$ cat src/rtl/mmmu_types.sv
// mmmu_types: shared dbus packet types, data counter width and arbiter state encoding
package mmmu_types;
    localparam int DATA_CTR_WIDTH = 8;
    typedef enum logic [2:0] {
        META_NONE,
        META_CACHE_RD_REQ,
        META_CACHE_WB,
        META_CACHE_RD_RESP,
        META_SPM_WB,
        META_SPM_WRITE
    } dbus_meta_t;
    typedef struct packed {
        logic        on_chip_req;
        dbus_meta_t  on_chip_meta;
        logic [27:0] rsvd;
    } dbus_pkt_cyc0_t;
    typedef enum logic [2:0] {ARB_IDLE, ARB_HDR, ARB_ADDR, ARB_DATA, ARB_WFIN} arb_state_t;
endpackage

$ cat src/rtl/mmmu_resp_demux.sv
// mmmu_resp_demux: routes inbound bridge words to the cache read-response line or SPM write port
module mmmu_resp_demux
    import mmmu_types::*;
#(
    parameter int SPM_IDX_W = 10
) (
    input  logic                 clk,
    input  logic                 rst,
    input  logic                 arb_vld_i,
    input  logic [31:0]          arb_pkt_i,
    input  dbus_meta_t           arb_type_i,
    output logic                 cache_resp_vld,
    output logic [127:0]         cache_resp_line,
    output logic                 spm_wr_en,
    output logic [SPM_IDX_W-1:0] spm_wr_idx,
    output logic [31:0]          spm_wr_data
);
    logic [2:0]           r_beat;
    logic                 r_run;
    logic [SPM_IDX_W-1:0] r_nxt;
    logic [SPM_IDX_W-1:0] w_idx;
    logic                 w_rd_beat;
    logic                 w_wr_beat;

    assign w_rd_beat = arb_vld_i && arb_type_i == META_CACHE_RD_RESP;
    assign w_wr_beat = arb_vld_i && arb_type_i == META_SPM_WRITE;
    // a write burst restarts at index 0 unless the previous cycle was also an SPM write beat
    assign w_idx     = r_run ? r_nxt : '0;

    always_ff @(posedge clk) begin
        if (rst) begin
            r_beat         <= '0;
            r_run          <= 1'b0;
            cache_resp_vld <= 1'b0;
            spm_wr_en      <= 1'b0;
        end else begin
            cache_resp_vld <= w_rd_beat && r_beat == 3'd4;
            if (w_rd_beat) begin
                r_beat <= r_beat == 3'd4 ? 3'd0 : r_beat + 3'd1;
                if (r_beat != 3'd0) cache_resp_line[{r_beat[1:0] - 2'd1, 5'd0} +: 32] <= arb_pkt_i;
            end
            r_run     <= w_wr_beat;
            spm_wr_en <= w_wr_beat;
            if (w_wr_beat) begin
                spm_wr_idx  <= w_idx;
                spm_wr_data <= arb_pkt_i;
                r_nxt       <= w_idx + SPM_IDX_W'(1);
            end
        end
    end
endmodule

$ cat src/rtl/mmmu_arbiter.sv
// mmmu_arbiter: round-robin cache/SPM arbiter for the outbound dbus bridge plus inbound response routing
module mmmu_arbiter
    import mmmu_types::*;
#(
    parameter int SPM_IDX_W = 10
) (
    input  logic                      clk,
    input  logic                      rst,
    input  logic                      cache_req_vld,
    input  logic                      cache_req_wb,
    input  logic [31:0]               cache_req_addr,
    input  logic [127:0]              cache_req_line,
    output logic                      cache_req_rdy,
    input  logic                      spm_req_vld,
    input  logic [31:0]               spm_req_addr,
    output logic                      spm_req_rdy,
    input  logic [DATA_CTR_WIDTH-1:0] spm_out_len,
    output logic                      spm_rd_en,
    output logic [SPM_IDX_W-1:0]      spm_rd_idx,
    input  logic [31:0]               spm_rd_data,
    output logic                      arb_vld_o,
    output logic [31:0]               arb_pkt_o,
    input  logic                      arb_ack,
    input  logic                      arb_fin,
    input  logic                      arb_vld_i,
    input  logic [31:0]               arb_pkt_i,
    input  dbus_meta_t                arb_type_i,
    output logic                      cache_resp_vld,
    output logic [127:0]              cache_resp_line,
    output logic                      spm_wr_en,
    output logic [SPM_IDX_W-1:0]      spm_wr_idx,
    output logic [31:0]               spm_wr_data
);
    arb_state_t                r_state, w_next;
    logic                      r_pri_spm, r_is_spm, r_cache_rdy, r_spm_rdy;
    dbus_meta_t                r_meta;
    logic [31:0]               r_addr;
    logic [127:0]              r_line;
    logic [DATA_CTR_WIDTH-1:0] r_len, r_cnt;
    logic [SPM_IDX_W-1:0]      r_rd_idx;
    logic                      w_any, w_gnt_spm, w_last;
    dbus_pkt_cyc0_t            w_hdr;

    assign w_any         = cache_req_vld || spm_req_vld;
    assign w_gnt_spm     = spm_req_vld && (!cache_req_vld || r_pri_spm);
    assign w_last        = r_cnt == (r_is_spm ? r_len : DATA_CTR_WIDTH'(3));
    assign w_hdr         = '{on_chip_req: 1'b1, on_chip_meta: r_meta, rsvd: '0};
    assign cache_req_rdy = r_cache_rdy;
    assign spm_req_rdy   = r_spm_rdy;
    assign spm_rd_idx    = r_rd_idx;

    always_comb begin
        w_next    = r_state;
        arb_vld_o = 1'b0;
        arb_pkt_o = '0;
        spm_rd_en = 1'b0;
        case (r_state)
            ARB_IDLE: w_next = w_any ? ARB_HDR : ARB_IDLE;
            ARB_HDR: begin
                arb_vld_o = 1'b1;
                arb_pkt_o = w_hdr;
                w_next    = arb_ack ? ARB_ADDR : ARB_HDR;
            end
            ARB_ADDR: begin
                arb_pkt_o = r_addr;
                spm_rd_en = r_is_spm;
                w_next    = r_meta == META_CACHE_RD_REQ ? ARB_WFIN : ARB_DATA;
            end
            ARB_DATA: begin
                // SPM data arrives one cycle after its read, so the final word needs no read
                arb_pkt_o = r_is_spm ? spm_rd_data : r_line[{r_cnt[1:0], 5'd0} +: 32];
                spm_rd_en = r_is_spm && !w_last;
                w_next    = w_last ? ARB_WFIN : ARB_DATA;
            end
            default: ;
        endcase
        if (arb_fin) w_next = ARB_IDLE;
    end

    always_ff @(posedge clk) begin
        if (rst) begin
            r_state     <= ARB_IDLE;
            r_pri_spm   <= 1'b0;
            r_cache_rdy <= 1'b0;
            r_spm_rdy   <= 1'b0;
        end else begin
            r_state     <= w_next;
            r_cache_rdy <= 1'b0;
            r_spm_rdy   <= 1'b0;
            if (r_state == ARB_IDLE && w_next == ARB_HDR) begin
                r_pri_spm   <= !w_gnt_spm;
                r_is_spm    <= w_gnt_spm;
                r_cache_rdy <= !w_gnt_spm;
                r_spm_rdy   <= w_gnt_spm;
                r_meta      <= w_gnt_spm ? META_SPM_WB : (cache_req_wb ? META_CACHE_WB : META_CACHE_RD_REQ);
                r_addr      <= w_gnt_spm ? spm_req_addr : cache_req_addr;
                r_line      <= cache_req_line;
                r_len       <= spm_out_len;
                r_cnt       <= '0;
                r_rd_idx    <= '0;
            end
            if (r_state == ARB_DATA) r_cnt <= r_cnt + DATA_CTR_WIDTH'(1);
            if (spm_rd_en) r_rd_idx <= r_rd_idx + SPM_IDX_W'(1);
        end
    end

    mmmu_resp_demux #(.SPM_IDX_W(SPM_IDX_W)) u_resp_demux (
        .clk             (clk),
        .rst             (rst),
        .arb_vld_i       (arb_vld_i),
        .arb_pkt_i       (arb_pkt_i),
        .arb_type_i      (arb_type_i),
        .cache_resp_vld  (cache_resp_vld),
        .cache_resp_line (cache_resp_line),
        .spm_wr_en       (spm_wr_en),
        .spm_wr_idx      (spm_wr_idx),
        .spm_wr_data     (spm_wr_data)
    );
endmodule

$ cat config.mk
export PLATFORM = sky130hd
export DESIGN_NAME = mmmu_arbiter
export DESIGN_NICKNAME = d
export VERILOG_FILES = /design/src/rtl/mmmu_types.sv /design/src/rtl/mmmu_resp_demux.sv /design/src/rtl/mmmu_arbiter.sv
export SDC_FILE = /design/constraint.sdc
export NUM_CORES = 1
export LEC_CHECK = 0
export BUFFER_PORTS_ARGS = -buffer_cell sky130_fd_sc_hd__buf_2
export CORE_MARGIN = 4
export CORE_UTILIZATION = 35
export CTS_BUF_LIST = sky130_fd_sc_hd__clkbuf_16
export CTS_CLUSTER_DIAMETER = 30
export CTS_CLUSTER_SIZE = 24
export DETAILED_ROUTE_END_ITERATION = 12
export SLEW_MARGIN = 30
export SYNTH_ARGS = -nofsm -noshare
export SYNTH_HDL_FRONTEND = slang
export SYNTH_SLANG_ARGS = --single-unit
$ cat constraint.sdc
create_clock -name clk -period 8.8 [get_ports clk]
set_clock_uncertainty 0.2 [all_clocks]
set_input_delay 0.88 -clock clk [delete_from_list [all_inputs] [get_ports clk]]
set_output_delay 0.88 -clock clk [all_outputs]
set_load 0.01 [all_outputs]
# ---- Word-level counts from Yosys, hierarchy flattened
# Cells that the tools add are included.
# W data, S select, Z words.
dict set report totals {
  inputBits 275
  ramBits 0
  reg_bits 381
  word_cells 79
  n_memories 0
  latchBits 0
  out_inout_bits 218
  rom_bits 0
}
dict set report op_classes {
  n_shift 3
  n_addsub 6
  reduce_logical 21
  n_mux 20
  n_lt_le_gt_ge 0
  bitwise_logic 2
  multipliers 0
  eq_ne 9
  n_div 0
}
# operator count
set ops {}
lappend ops {{$bwmux W128} 1}
lappend ops {{$shift A32 B9 Y128 const A} 1}
lappend ops {{$shiftx A128 B8 Y32} 1}
lappend ops {{$shiftx A32 B9 Y128} 1}
lappend ops {{$pmux W32 S3} 1}
lappend ops {{$mux W32} 2}
lappend ops {{$mux W10} 3}
lappend ops {{$mux W8} 3}
lappend ops {{$add A10 B1 Y10 const B} 2}
lappend ops {{$mux W3} 4}
lappend ops {{$pmux W3 S4} 1}
lappend ops {{$eq A3 B1 Y1 const B} 3}
lappend ops {{$eq A3 B2 Y1 const B} 3}
lappend ops {{$neg A7 Y9} 1}
lappend ops {{$add A8 B1 Y8 const B} 1}
lappend ops {{$eq A8 B8 Y1} 1}
lappend ops {{$reduce_and A2 Y1} 4}
lappend ops {{$eq A3 B3 Y1 const B} 2}
lappend ops {{$logic_and A1 B1 Y1} 6}
lappend ops {{$mux W2} 2}
lappend ops {{$reduce_bool A2 Y1} 2}
lappend ops {{$add A3 B1 Y3 const B} 1}
lappend ops {{$logic_not A1 Y1} 3}
lappend ops {{$logic_not A3 Y1} 1}
lappend ops {{other kinds (8)} 11}

# ---- Logic depth before layout (Yosys ltp)
# Gate-level depths: netlist (run 1).
dict set report depth {
  depth_word 9
  ltp_mapped 7
  mapped_depth_nobuf 7
}

# ---- Hierarchy
# A second synthesis (run 1) with hierarchy kept.
dict set report hier_totals {
  hier_cells 1018
  hier_area_um2 15524.9
}
# module cells_each seq_area_each_um2 area_each_um2 n_inst
set modules_own_cells {}
lappend modules_own_cells {mmmu_arbiter 584 5825.6 8669.6 1}
lappend modules_own_cells {mmmu_resp_demux 434 5505.3 6855.3 1}

# ---- Worst setup path after synthesis (run 1)
# OpenSTA, ideal clock, no wires.
dict set report synth_timing {
  kind {input to register}
  from {input port cache_req_vld}
  to {register r_rd_idx[0], in the netlist spm_rd_idx[0], enable pin}
  setup_time_ns 0.386
  arrival_ns 9.061
  setup_slack_ns -0.847
  required_ns 8.214
  path_buffers 0
  stages 5
  path_cell_list {nor2_1 -> or3_4 -> nor2_1 -> a31oi_1 -> o41ai_2}
}
dict set report synth_between {
  elab_chain_len 8
}
# item line_no
set synth_lines {}
lappend synth_lines {{start, declared} mmmu_arbiter.sv:9} ;# input logic cache_req_vld,
lappend synth_lines {{$logic_or A1 B1 Y1} mmmu_arbiter.sv:44} ;# assign w_any = cache_req_vld || spm_req_vld;
lappend synth_lines {{$mux W1} mmmu_arbiter.sv:58} ;# ARB_IDLE: w_next = w_any ? ARB_HDR : ARB_IDLE;
lappend synth_lines {{$pmux W3 S4} mmmu_arbiter.sv:57} ;# case (r_state)
lappend synth_lines {{$mux W3} mmmu_arbiter.sv:77} ;# if (arb_fin) w_next = ARB_IDLE;
lappend synth_lines {{$eq A3 B1 Y1} mmmu_arbiter.sv:90} ;# if (r_state == ARB_IDLE && w_next == ARB_HDR) begin
lappend synth_lines {{$logic_and A1 B1 Y1} mmmu_arbiter.sv:90}
lappend synth_lines {{$reduce_bool A2 Y1 (no line)} --}
lappend synth_lines {{$reduce_and A2 Y1 (no line)} --}
lappend synth_lines {{end signal, assigned} mmmu_arbiter.sv:103} ;# if (spm_rd_en) r_rd_idx <= r_rd_idx + SPM_IDX_W'(1);
lappend synth_lines {{end, declared} mmmu_arbiter.sv:40} ;# logic [SPM_IDX_W-1:0] r_rd_idx;
# No other way between the ends.
# A chain may end at the register's enable or synchronous reset.

# ---- Final worst setup path (run 1)
dict set report layout_timing {
  from {register r_cnt[0]}
  to {output port arb_pkt_o[28]}
}
dict set report layout_between {
  elab_chain_len 3
}
# item line_no
set layout_lines {}
lappend layout_lines {{start, declared} mmmu_arbiter.sv:39} ;# logic [DATA_CTR_WIDTH-1:0] r_len, r_cnt;
lappend layout_lines {{start signal, assigned} mmmu_arbiter.sv:102} ;# if (r_state == ARB_DATA) r_cnt <= r_cnt + DATA_CTR_WIDTH'(1);
lappend layout_lines {{$shiftx A128 B8 Y32} mmmu_arbiter.sv:71} ;# arb_pkt_o = r_is_spm ? spm_rd_data : r_line[{r_cnt[1:0], 5'd0} +: 32];
lappend layout_lines {{$mux W32} mmmu_arbiter.sv:71}
lappend layout_lines {{$pmux W32 S3} mmmu_arbiter.sv:57}
lappend layout_lines {{end, declared} mmmu_arbiter.sv:22} ;# output logic [31:0] arb_pkt_o,
# No other way between the ends.

==> flow_summary.toml, run 1 <==
[routing]
first_pass_iters = 5
detail-route-antenna-nets = 0
vias_per_cell = 4.65
finalWirelength_um = 43900
drc_errors = 0
dr_total_vias = 10178
drt_iter0_drc = 705
routedWlPerCell_um = 20.1

[clocking]
cts_post_setup_buffers_inserted = 0
cts_root_buf = "clkbuf_16"
clk_pin_slew_ns = 0.05
cts_buffer_depth = 3
ctsHoldBuffers = 0
clock_sinks = 381
cts_tree = "yes"
clk_latency_ns = 0.59
post_cts_resized = 0
h-tree-depth = 3
cts_buffers = 85

[timing]
fin_crit_sh_pct = 45.2
rsz0062_at_grt = "false"
fmax_mhz = 252
hold_violations = 0
slew_violations = 0
max_slew.worst_pin.slew_ns = 0.874
fin_crit_ns = 3.97
finalSetupViolations = 0
setup_ws_ns = 4.83
setup_tns_ns = 0
maxSlewHeadroom_pct = 41.6

[power]
pwr_density_cell_mw_per_mm2 = 251
total_power_uw = 5360
leakagePower_uw = 0.00868
irDropWorstVdd_uv = 152

[die]
top_level_ports = 493
start_util_pct = 35.5
die_w_um = 217
core-area_mm2 = 0.0431
die-area_mm2 = 0.0471
rows = 76
die_h_um = 217

[run_status]
outcome = "finished, final reports clean"

[logic_synthesis]
synth_seq_cells = 381
syn-cell-area_mm2 = 0.0153
syn_nets = 1254
yosysSeqAreaShare_pct = 74.2
synth_top_area_share_pct = 72.7
synth_area_leaders = "edfxtp_1 (73%), and2_1 (5.7%), mux4_2 (4.7%)"
yosys_warnings = 0
synthDistinctLibCells = 51
synth_top_area_cell = "edfxtp_1"
synth.avg_cell_area_um2 = 15.8
synth_cells = 970

[worst_setup_path]
r2r_slack_ns = 5.41
cp-end-kind = "output port"
worstSetupPathType = "flip-flop to output port"
crit_slowest_cell = "mux4_2"
critPathLaunchType = "flip-flop"
slowest_delay_ns = 0.65
cp.arrival_ns = 2.89
cp_max_fo = 32
crit_path_cell_trace = "buf_4, mux4_2, mux2i_1, o21ai_0, buf_2"
critPathRequiredTime_ns = 7.72

[cells_and_area]
drive_gt1_share_pct = 43.5
syn_to_final_growth_pct = 39.7
nets = 1805

[min_path]
holdCritPathClass = "input pin to flip-flop"

[global_route]
grt_overflow = 0
grt_pass1_wl_um = 63800
grt_max_degree = 88
track_usage_pct = 18.1
grt_pass1_vias = 10484
antenna_found_initial = 15

[placed_design]
post-place-ws_ns = 4.92
place.gp.congestion = 0.829
dpl.hpwl_um = 30700
port_buffers = 492

[run]
cap_violations = 0
synth_stat cells (all sizes together):
cell type  instances
mux2i             36
or3                3
or3b               2
a22oi              3
o22ai              4
o41ai              1
xnor2             10
dfxtp             11
nor2              25
nor4               2
a211oi             3
a21oi              6
ha                 9
a31oi              1
nor4bb             1
and2             140
or4                1
nand4              3
nand4b             3
inv               12
xor2              14
buf               18
nand3b             2
and3               4
o211ai             2
edfxtp           370
nand2            132
o2bb2ai            1
nand2b             4
clkinv             1
o32ai              1
o21a               2
and4b              1
nand3             19
nor3              21
o21ai             34
nor2b              2
clkbuf            27
nor3b              6
a211o              1
mux4              32
path summary, 6_finish.rpt:
check / cells past startpoint / end / from
worst max register to register: 5 / r_addr[25] / r_state[2]
worst max-delay path: 5 / arb_pkt_o[28] / r_cnt[0]
worst min register to register: 2 / u_resp_demux.r_beat[2] / u_resp_demux.r_beat[2]
worst min-delay path: 1 / r_line[122] / cache_req_line[122]
through the flow:
stage / std cells / hold WS (ns) / util, % / cell area (um2)
floorplan: 970 / 0.270 / - / 15300
global placement: 2019 / 0.285 / 42.8 / 18400
detailed placement: 2019 / 0.302 / 42.8 / 18500
CTS: 2178 / 0.209 / 49.5 / 21300
global route: 2184 / 0.224 / 49.5 / 21300
finish: 2188 / 0.260 / 49.5 / 21300
state kept, by name, indices dropped and copies added (netlist names):
signal                        flops
u_resp_demux.r_nxt               10
r_len                             8
u_resp_demux.r_beat               3
r_addr                           32
r_line                          128
u_resp_demux.spm_wr_en            1
r_is_spm                          1
cache_req_rdy                     1
spm_req_rdy                       1
u_resp_demux.cache_resp_vld       1
r_state                           3
r_meta                            3
spm_rd_idx                       10
r_pri_spm                         1
u_resp_demux.cache_resp_line    128
r_cnt                             8
u_resp_demux.spm_wr_data         32
u_resp_demux.spm_wr_idx          10
layout by cell type, fill, tap and decap left out, types with 6 or more instances in the layout:
cell type   instances
inv_1              24
mux4_2             32
nand2_1           132
bufinv_16          10
o21ai_0            33
buf_4              15
clkbuf_16          88
xor2_1             14
clkinv_4            7
dfxtp_1            11
nor2_1             22
nand3_1            19
diode_2            10
clkinvlp_4          9
a21oi_1             6
and2_1            140
nor3_1             17
buf_2             492
ha_1                9
xnor2_1            10
clkinv_1           10
mux2i_1            36
clkinv_2           18
edfxtp_1          370
power by group:
group,switching [uW],internal [uW]
clock network,980,2100
registers,17.8,2040
logic,120,99.5
total,1120,4240
layer usage:
layer / track usage (%) / up-vias / part of all wire [%] / routed length, um
li1: - / 4733 / - / -
met1: 20.9 / 4985 / 38 / 16600
met2: 31.2 / 375 / 52 / 23000
met3: 5.81 / 73 / 7.1 / 3130
met4: 7.46 / 12 / 2.5 / 1080
met5: 0 / - / 0.15 / 64
worst max-delay path, delay by kind of cell, from the launching register on:
kind,cells,cell delay (ns)
multiplexers,2,0.81
buffers and inverters,2,0.79
flip-flops,1,0.53
AO/OA/AOI/OAI,1,0.11
layout make-up:
| cell class | instances | area, um2 |
|---|---|---|
| Sequential cell | 381 | 11300 |
| Inverter | 13 | 50.0 |
| Clock buffer | 88 | 2200 |
| Fill cell | 3753 | 21700 |
| Tap cell | 585 | 732 |
| Clock inverter | 71 | 652 |
| Antenna cell | 10 | 25.0 |
| Timing Repair Buffer | 509 | 2600 |
| Multi-Input combinational cell | 531 | 3750 |
kinds of logic after synthesis:
group,after synthesis,share of synthesized area [%]
adder cells (fa/ha/maj),9,0.737
AO/OA/AOI/OAI,59,2.36
XOR/XNOR,24,1.38
buffers and inverters,58,1.65
flip-flops,381,74.2
multiplexers,68,7.08
AND/OR/NAND/NOR,371,12.7
Note: power is estimated with default switching activity, not from simulation.
==> run 2, diff against run 1 <==
Settings changed: ABC_AREA set to 1.
Clock period 8.8 ns to 3.4 ns, I/O delays scaled along.
==> run 2 against run 1 <==
  * Via count up 28%
  * Worst hold slack worse by 0.22 ns
  * Die area down 0.51%
  * Sequential power rose to 2.6 times the previous value
  * Sequential cell count unchanged
  * Setup slack worse by 4.4 ns
  * Utilization up 5.4 points
  * Global-route usage up 3.1 points
  * First-iteration DRC count up 55%
  * Wire length up 16%
  * Critical endpoint is now arb_pkt_o[11]
  * Largest cell class unchanged
==> flow_summary.toml, run 2 <==
[clocking]
clock_sinks = 381
cts_buffers = 84
h-tree-depth = 3
clk_latency_ns = 0.59
clk_pin_slew_ns = 0.05
cts_buffer_depth = 3
cts_root_buf = "clkbuf_16"
cts_tree = "yes"

[timing]
maxSlewHeadroom_pct = 34.4
fmax_mhz = 336
fin_crit_ns = 2.98
max_slew.worst_pin.slew_ns = 0.984
fin_crit_sh_pct = 87.7
hold_violations = 0
rsz0062_at_grt = "false"
slew_violations = 0
setup_tns_ns = 0
setup_ws_ns = 0.420
finalSetupViolations = 0
whs_ns = 0.0442

[worst_setup_path]
cp_num_cells = 7
reg2reg_from = "r_is_spm"
startpoint = "r_cnt[0]"
critPathRequiredTime_ns = 2.86
slowest_delay_ns = 0.46
r2r_slack_ns = 0.57
worstSetupPathType = "flip-flop to output port"
cpLargestDelayFamily = "buffers and inverters"
crit_path_cell_trace = "clkinv_1, buf_6, o21ai_0, o22ai_1, nor2_1, o21ai_1, buf_2"
critPathLaunchType = "flip-flop"
cp.arrival_ns = 2.44
cp-end-kind = "output port"
crit_path_end = "arb_pkt_o[11]"
r2r_cells = 11
crit_slowest_cell = "edfxtp_1"
cp_max_fo = 64
path_buf_inv = 3
rr_endpoint = "r_line[108]"

[cells_and_area]
nFillCells = 3562
final_common_cell = "buf_2"
drive_gt1_share_pct = 32.0
syn_to_final_growth_pct = 55.4
layout_common_cells = "buf_2 (492), edfxtp_1 (370), dlygate4sd3_1 (238), nor2_1 (205), nand2_1 (192)"
nets = 2305
fin_cells = 2679

[logic_synthesis]
synth_common_cells = "edfxtp_1 (370), nor2_1 (209), nand2_1 (192)"
syn-cell-area_mm2 = 0.0152
async_reset_ff_share_pct = 0
synth_cells = 1240
yosys_warnings = 0
synth_area_leaders = "edfxtp_1 (73%), nor2_1 (5.2%), nand2_1 (4.7%)"
synth-main-ff-cell = "edfxtp_1"
synth_seq_cells = 381
synth-edff-count = 370
synth_top_area_cell = "edfxtp_1"
synth_top_area_share_pct = 73.1
synth.avg_cell_area_um2 = 12.3
syn_nets = 1524
synth.most_common_cell = "edfxtp_1"
yosysSeqAreaShare_pct = 74.5
synthDistinctLibCells = 40

[placed_design]
dpl.hpwl_um = 33400
place.gp.congestion = 0.881
dp.cells = 2280
post-place-ws_ns = 0.275
port_buffers = 492

[routing]
detail-route-antenna-nets = 0
drc_errors = 0
finalWirelength_um = 51000
dr_total_vias = 13046
drt_iter0_drc = 1096
vias_per_cell = 4.87
first_pass_iters = 5
routedWlPerCell_um = 19.1

[global_route]
grt_pass1_vias = 13488
track_usage_pct = 21.2
antenna_found_initial = 9
grt_overflow = 0
grt_max_degree = 173
grt_pass1_wl_um = 77100

[die]
die_w_um = 216
rows = 76
top_level_ports = 493
core-area_mm2 = 0.0430
die_h_um = 216
die-area_mm2 = 0.0468
start_util_pct = 35.4

[power]
total_power_uw = 14200
pwr_density_cell_mw_per_mm2 = 599
irDropWorstVdd_uv = 399
leakagePower_uw = 0.00980

[min_path]
holdCritPathClass = "input pin to flip-flop"
min-delay-start = "arb_ack"

[run]
cap_violations = 0

[run_status]
outcome = "finished, final reports clean"
[run 2: cell types whose count changed after synthesis, sizes merged, moves of 27 or more]
cell   change
nor2     +186
and2     -140
o21ai     +99
inv       +77
nand2     +61
nor3      +40
mux2i     -36
mux4      -32
o22ai     +27
[run 2: worst min-delay path by stage]
stage	endpoint	slack, ns	depth (start not counted)
after floorplan	r_state[0]	0.21	1
after global placement	r_line[125]	0.32	1
after detailed placement	r_line[99]	0.32	1
after CTS	r_state[1]	0.008	4
after global routing	r_state[1]	0.05	4
final	r_state[1]	0.04	4
[run 2: worst reg2reg max path: stages (launching register included)]
cell,delay (ns)
edfxtp_1,0.42
buf_4,0.20
nand3_1,0.08
nand2_1,0.06
nand2_1,0.07
nor2_1,0.06
nand2_1,0.07
nand2_2,0.07
nand3_2,0.11
nand4_4,0.15
clkinvlp_4,0.14
buf_12,0.58
[run 2: final cells by class]
type                       count  area (um2)  area share [%]
sequential                   381       11300            48.0
timing repair buffer         755        5070            21.5
multi-input combinational    708        3330            14.1
clock buffer                  85        2130            9.00
tap                          585         732            3.10
clock inverter                68         673            2.85
inverter                      91         345            1.46
antenna                        6        15.0          0.0636
[run 2: repair_timing]
action / 4_1_cts / 5_1_grt
hold endpoints to repair: 335 / 0
setup buffers: 1 / 1
hold buffers: 238 / 0
resized for setup: 0 / 2
endpoints found under the setup margin: 4 / 2
[run 2: metal layers]
metal	part of all wire (%)	routed length (um)	track usage, %
met1	37	19100	25.1
met2	50	25700	36.0
met3	7.5	3830	5.40
met4	4.6	2370	10.8
met5	0.080	41	0
[run 2: cell families after synthesis]
| group | count (synthesis) | share of synthesized area [%] |
|---|---|---|
| XOR/XNOR | 7 | 0.403 |
| adder cells (fa/ha/maj) | 9 | 0.741 |
| AND/OR/NAND/NOR | 501 | 13.6 |
| buffers and inverters | 151 | 3.97 |
| AO/OA/AOI/OAI | 191 | 6.73 |
| flip-flops | 381 | 74.5 |
[run 2: power breakdown]
group / switching, uW / internal [uW]
logic: 477 / 434
registers: 41.2 / 5310
clock network: 2600 / 5300
total: 3120 / 11000
[run 2: stage by stage]
step	utilization (%)	cell area, um2
floorplan	-	15200
global placement	42.8	18400
detailed placement	42.8	18400
CTS	54.9	23600
global route	55.0	23600
finish	55.0	23600
==> run 3, diff against run 2 <==
Settings changed: SYNTH_HIERARCHICAL set to 1.
==> run 3 against run 2 <==
  * Worst hold slack improved by 0.026 ns
  * Count of clock-buffer cells in the layout decreased by 3
  * Power decreased by 1.5%
  * Fmax decreased by 9.3%
  * Cell area increased by 0.71%
  * Critical endpoint unchanged
  * Via count increased by 2.2%
  * Wire length increased by 5.5%
  * Clock power decreased by 3.3%
  * Combinational power increased by 5.5%
==> flow_summary.toml, run 3 <==
[run_status]
outcome = "finished, final reports clean"

[worst_setup_path]
cpLargestDelayFamily = "buffers and inverters"
cp-end-kind = "output port"
cp_max_fo = 65
critPathLaunchType = "flip-flop"
worstSetupPathType = "flip-flop to output port"
critPathRequiredTime_ns = 2.86
crit_path_cell_trace = "buf_4, o21ai_0, o22ai_1, nor2_1, o21ai_0, buf_2"
slowest_delay_ns = 0.60
crit_slowest_cell = "buf_4"
cp.arrival_ns = 2.75
path_buf_inv = 2
cp_common_cell = "o21ai_0"

[global_route]
antenna_found_initial = 4
grt_pass1_vias = 13865
track_usage_pct = 22.0
grt_max_degree = 66
grt_pass1_wl_um = 80200
grt_overflow = 0

[clocking]
h-tree-depth = 3
clock_sinks = 381
cts_root_buf = "clkbuf_16"
clk_latency_ns = 0.59
cts_buffers = 82
cts_tree = "yes"
cts_buffer_depth = 3
clk_pin_slew_ns = 0.05

[min_path]
holdCritPathClass = "input pin to flip-flop"

[logic_synthesis]
synth_top_area_cell = "edfxtp_1"
syn_nets = 1535
synth_cells = 1251
async_reset_ff_share_pct = 0
synth_area_leaders = "edfxtp_1 (72%), nand2_1 (5.6%), nor2_1 (5.5%)"
yosys_warnings = 6
synthDistinctLibCells = 39
synth.most_common_cell = "edfxtp_1"
synth_common_cells = "edfxtp_1 (370), nand2_1 (231), nor2_1 (223)"
synth.avg_cell_area_um2 = 12.3
synth-main-ff-cell = "edfxtp_1"
synth_seq_cells = 381
yosysSeqAreaShare_pct = 73.8
synth-edff-count = 370
synth_top_area_share_pct = 72.4
syn-cell-area_mm2 = 0.0154

[die]
rows = 76
die_w_um = 217
start_util_pct = 35.5
top_level_ports = 493
die-area_mm2 = 0.0473
core-area_mm2 = 0.0433
die_h_um = 217

[placed_design]
place.gp.congestion = 0.869
dpl.hpwl_um = 35800
port_buffers = 492

[power]
pwr_density_cell_mw_per_mm2 = 586
p_sw_share_pct = 22.7
p_int_uw = 10800
p_comb_share_pct = 6.9
clkPwrFrac_pct = 54.8
switching_power_uw = 3160
power_frac_seq_pct = 38.3
irDropWorstVdd_uv = 442
leakagePower_uw = 0.00989

[cells_and_area]
post-route-util_pct = 55.0
layout_common_cells = "buf_2 (492), edfxtp_1 (370), dlygate4sd3_1 (244), nand2_1 (231), nor2_1 (219)"
drive_gt1_share_pct = 33.0
nets = 2324
syn_to_final_growth_pct = 55.0
final_common_cell = "buf_2"

[timing]
whs_ns = 0.0702
fmax_mhz = 304
slew_violations = 0
hold_violations = 0
setup_tns_ns = 0
fin_crit_ns = 3.29
finalSetupViolations = 0
max_slew.worst_pin.slew_ns = 0.941
maxSlewHeadroom_pct = 37.2
rsz0062_at_grt = "false"
fin_crit_sh_pct = 96.6

[routing]
dr_total_vias = 13329
detail-route-antenna-nets = 0
drc_errors = 0
first_pass_iters = 5
routedWlPerCell_um = 20.0
drt_iter0_drc = 1252
vias_per_cell = 4.94
finalWirelength_um = 53900

[run]
cap_violations = 0
run 3: cell types whose count changed after synthesis, moves of 3 or more:
cell / change
nor3_1: -51
clkbuf_1: -4
o21ai_0: -11
nand2_1: +39
buf_6: +3
nor2_2: +12
nor2_1: +14
o21ai_1: +11
buf_1: +4
inv_1: -37
nor3b_1: +31
run 3: routing by layer:
| layer | GRT usage, % | part of all wire, % | vias up |
|---|---|---|---|
| met2 | 38.0 | 50 | 821 |
| met4 | 12.2 | 5.4 | 0 |
| li1 | - | - | 6006 |
| met5 | 0 | 0 | - |
| met3 | 5.11 | 8.1 | 151 |
| met1 | 25.4 | 37 | 6351 |
run 3: what timing repair did:
item                                   in CTS  in global routing
setup endpoints to repair                   0                  1
hold buffers                              244                  0
gates resized for setup                     0                  1
endpoints found under the hold margin     332                  0
buffers inserted                            0                  1
run 3: kinds of logic after synthesis:
| family | Yosys count | share of synthesized area [%] |
|---|---|---|
| adder cells (fa/ha/maj) | 9 | 0.733 |
| XOR/XNOR | 6 | 0.342 |
| AND/OR/NAND/NOR | 551 | 15.4 |
| buffers and inverters | 118 | 3.28 |
| AO/OA/AOI/OAI | 186 | 6.46 |
| flip-flops | 381 | 73.8 |
run 3: metrics by stage:
step / total power [uW] / area (um2) / setup WS, ns / std cells
floorplan: 5750 / 15400 / -0.973 / 1251
global placement: 6110 / 18600 / 0.575 / 2296
detailed placement: 6120 / 18600 / 0.554 / 2296
CTS: 14000 / 23800 / 0.115 / 2691
global route: 14400 / 23800 / 0.00147 / 2696
finish: 14000 / 23800 / 0.114 / 2697
run 3: final cells by class:
type,count,area [um2]
clock inverter,69,659
multi-input combinational,752,3570
timing repair buffer,769,5230
clock buffer,82,2050
inverter,54,210
tap,585,732
antenna,5,12.5
sequential,381,11300
fill,3529,19500
run 3: power by group through the flow:
stage                     clock (uW)  sequential, uW  combinational, uW
after CTS                       7740            5350                933
after global placement             0            5430                685
after detailed placement           0            5430                691
after floorplan                    0            5440                313
final                           7640            5350                961
after global routing            8010            5350               1040
run 3: path summary, 6_finish.rpt:
| path | from | to | slack [ns] | depth (start not counted) |
|---|---|---|---|---|
| worst max-delay path | r_cnt[0] | arb_pkt_o[11] | 0.11 | 6 |
| worst min-delay path | arb_vld_i | u_resp_demux/r_beat[2] | 0.07 | 6 |
| worst max register to register | r_is_spm | r_meta[2] | 0.48 | 12 |
| worst min register to register | u_resp_demux/r_beat[1] | u_resp_demux/r_beat[1] | 0.35 | 2 |
run 3: worst reg2reg max path, delay by kind of cell (launching register included):
family,cells,cell delay [ns]
buf+inv,3,1.08
flops,1,0.56
simple gates,9,0.79
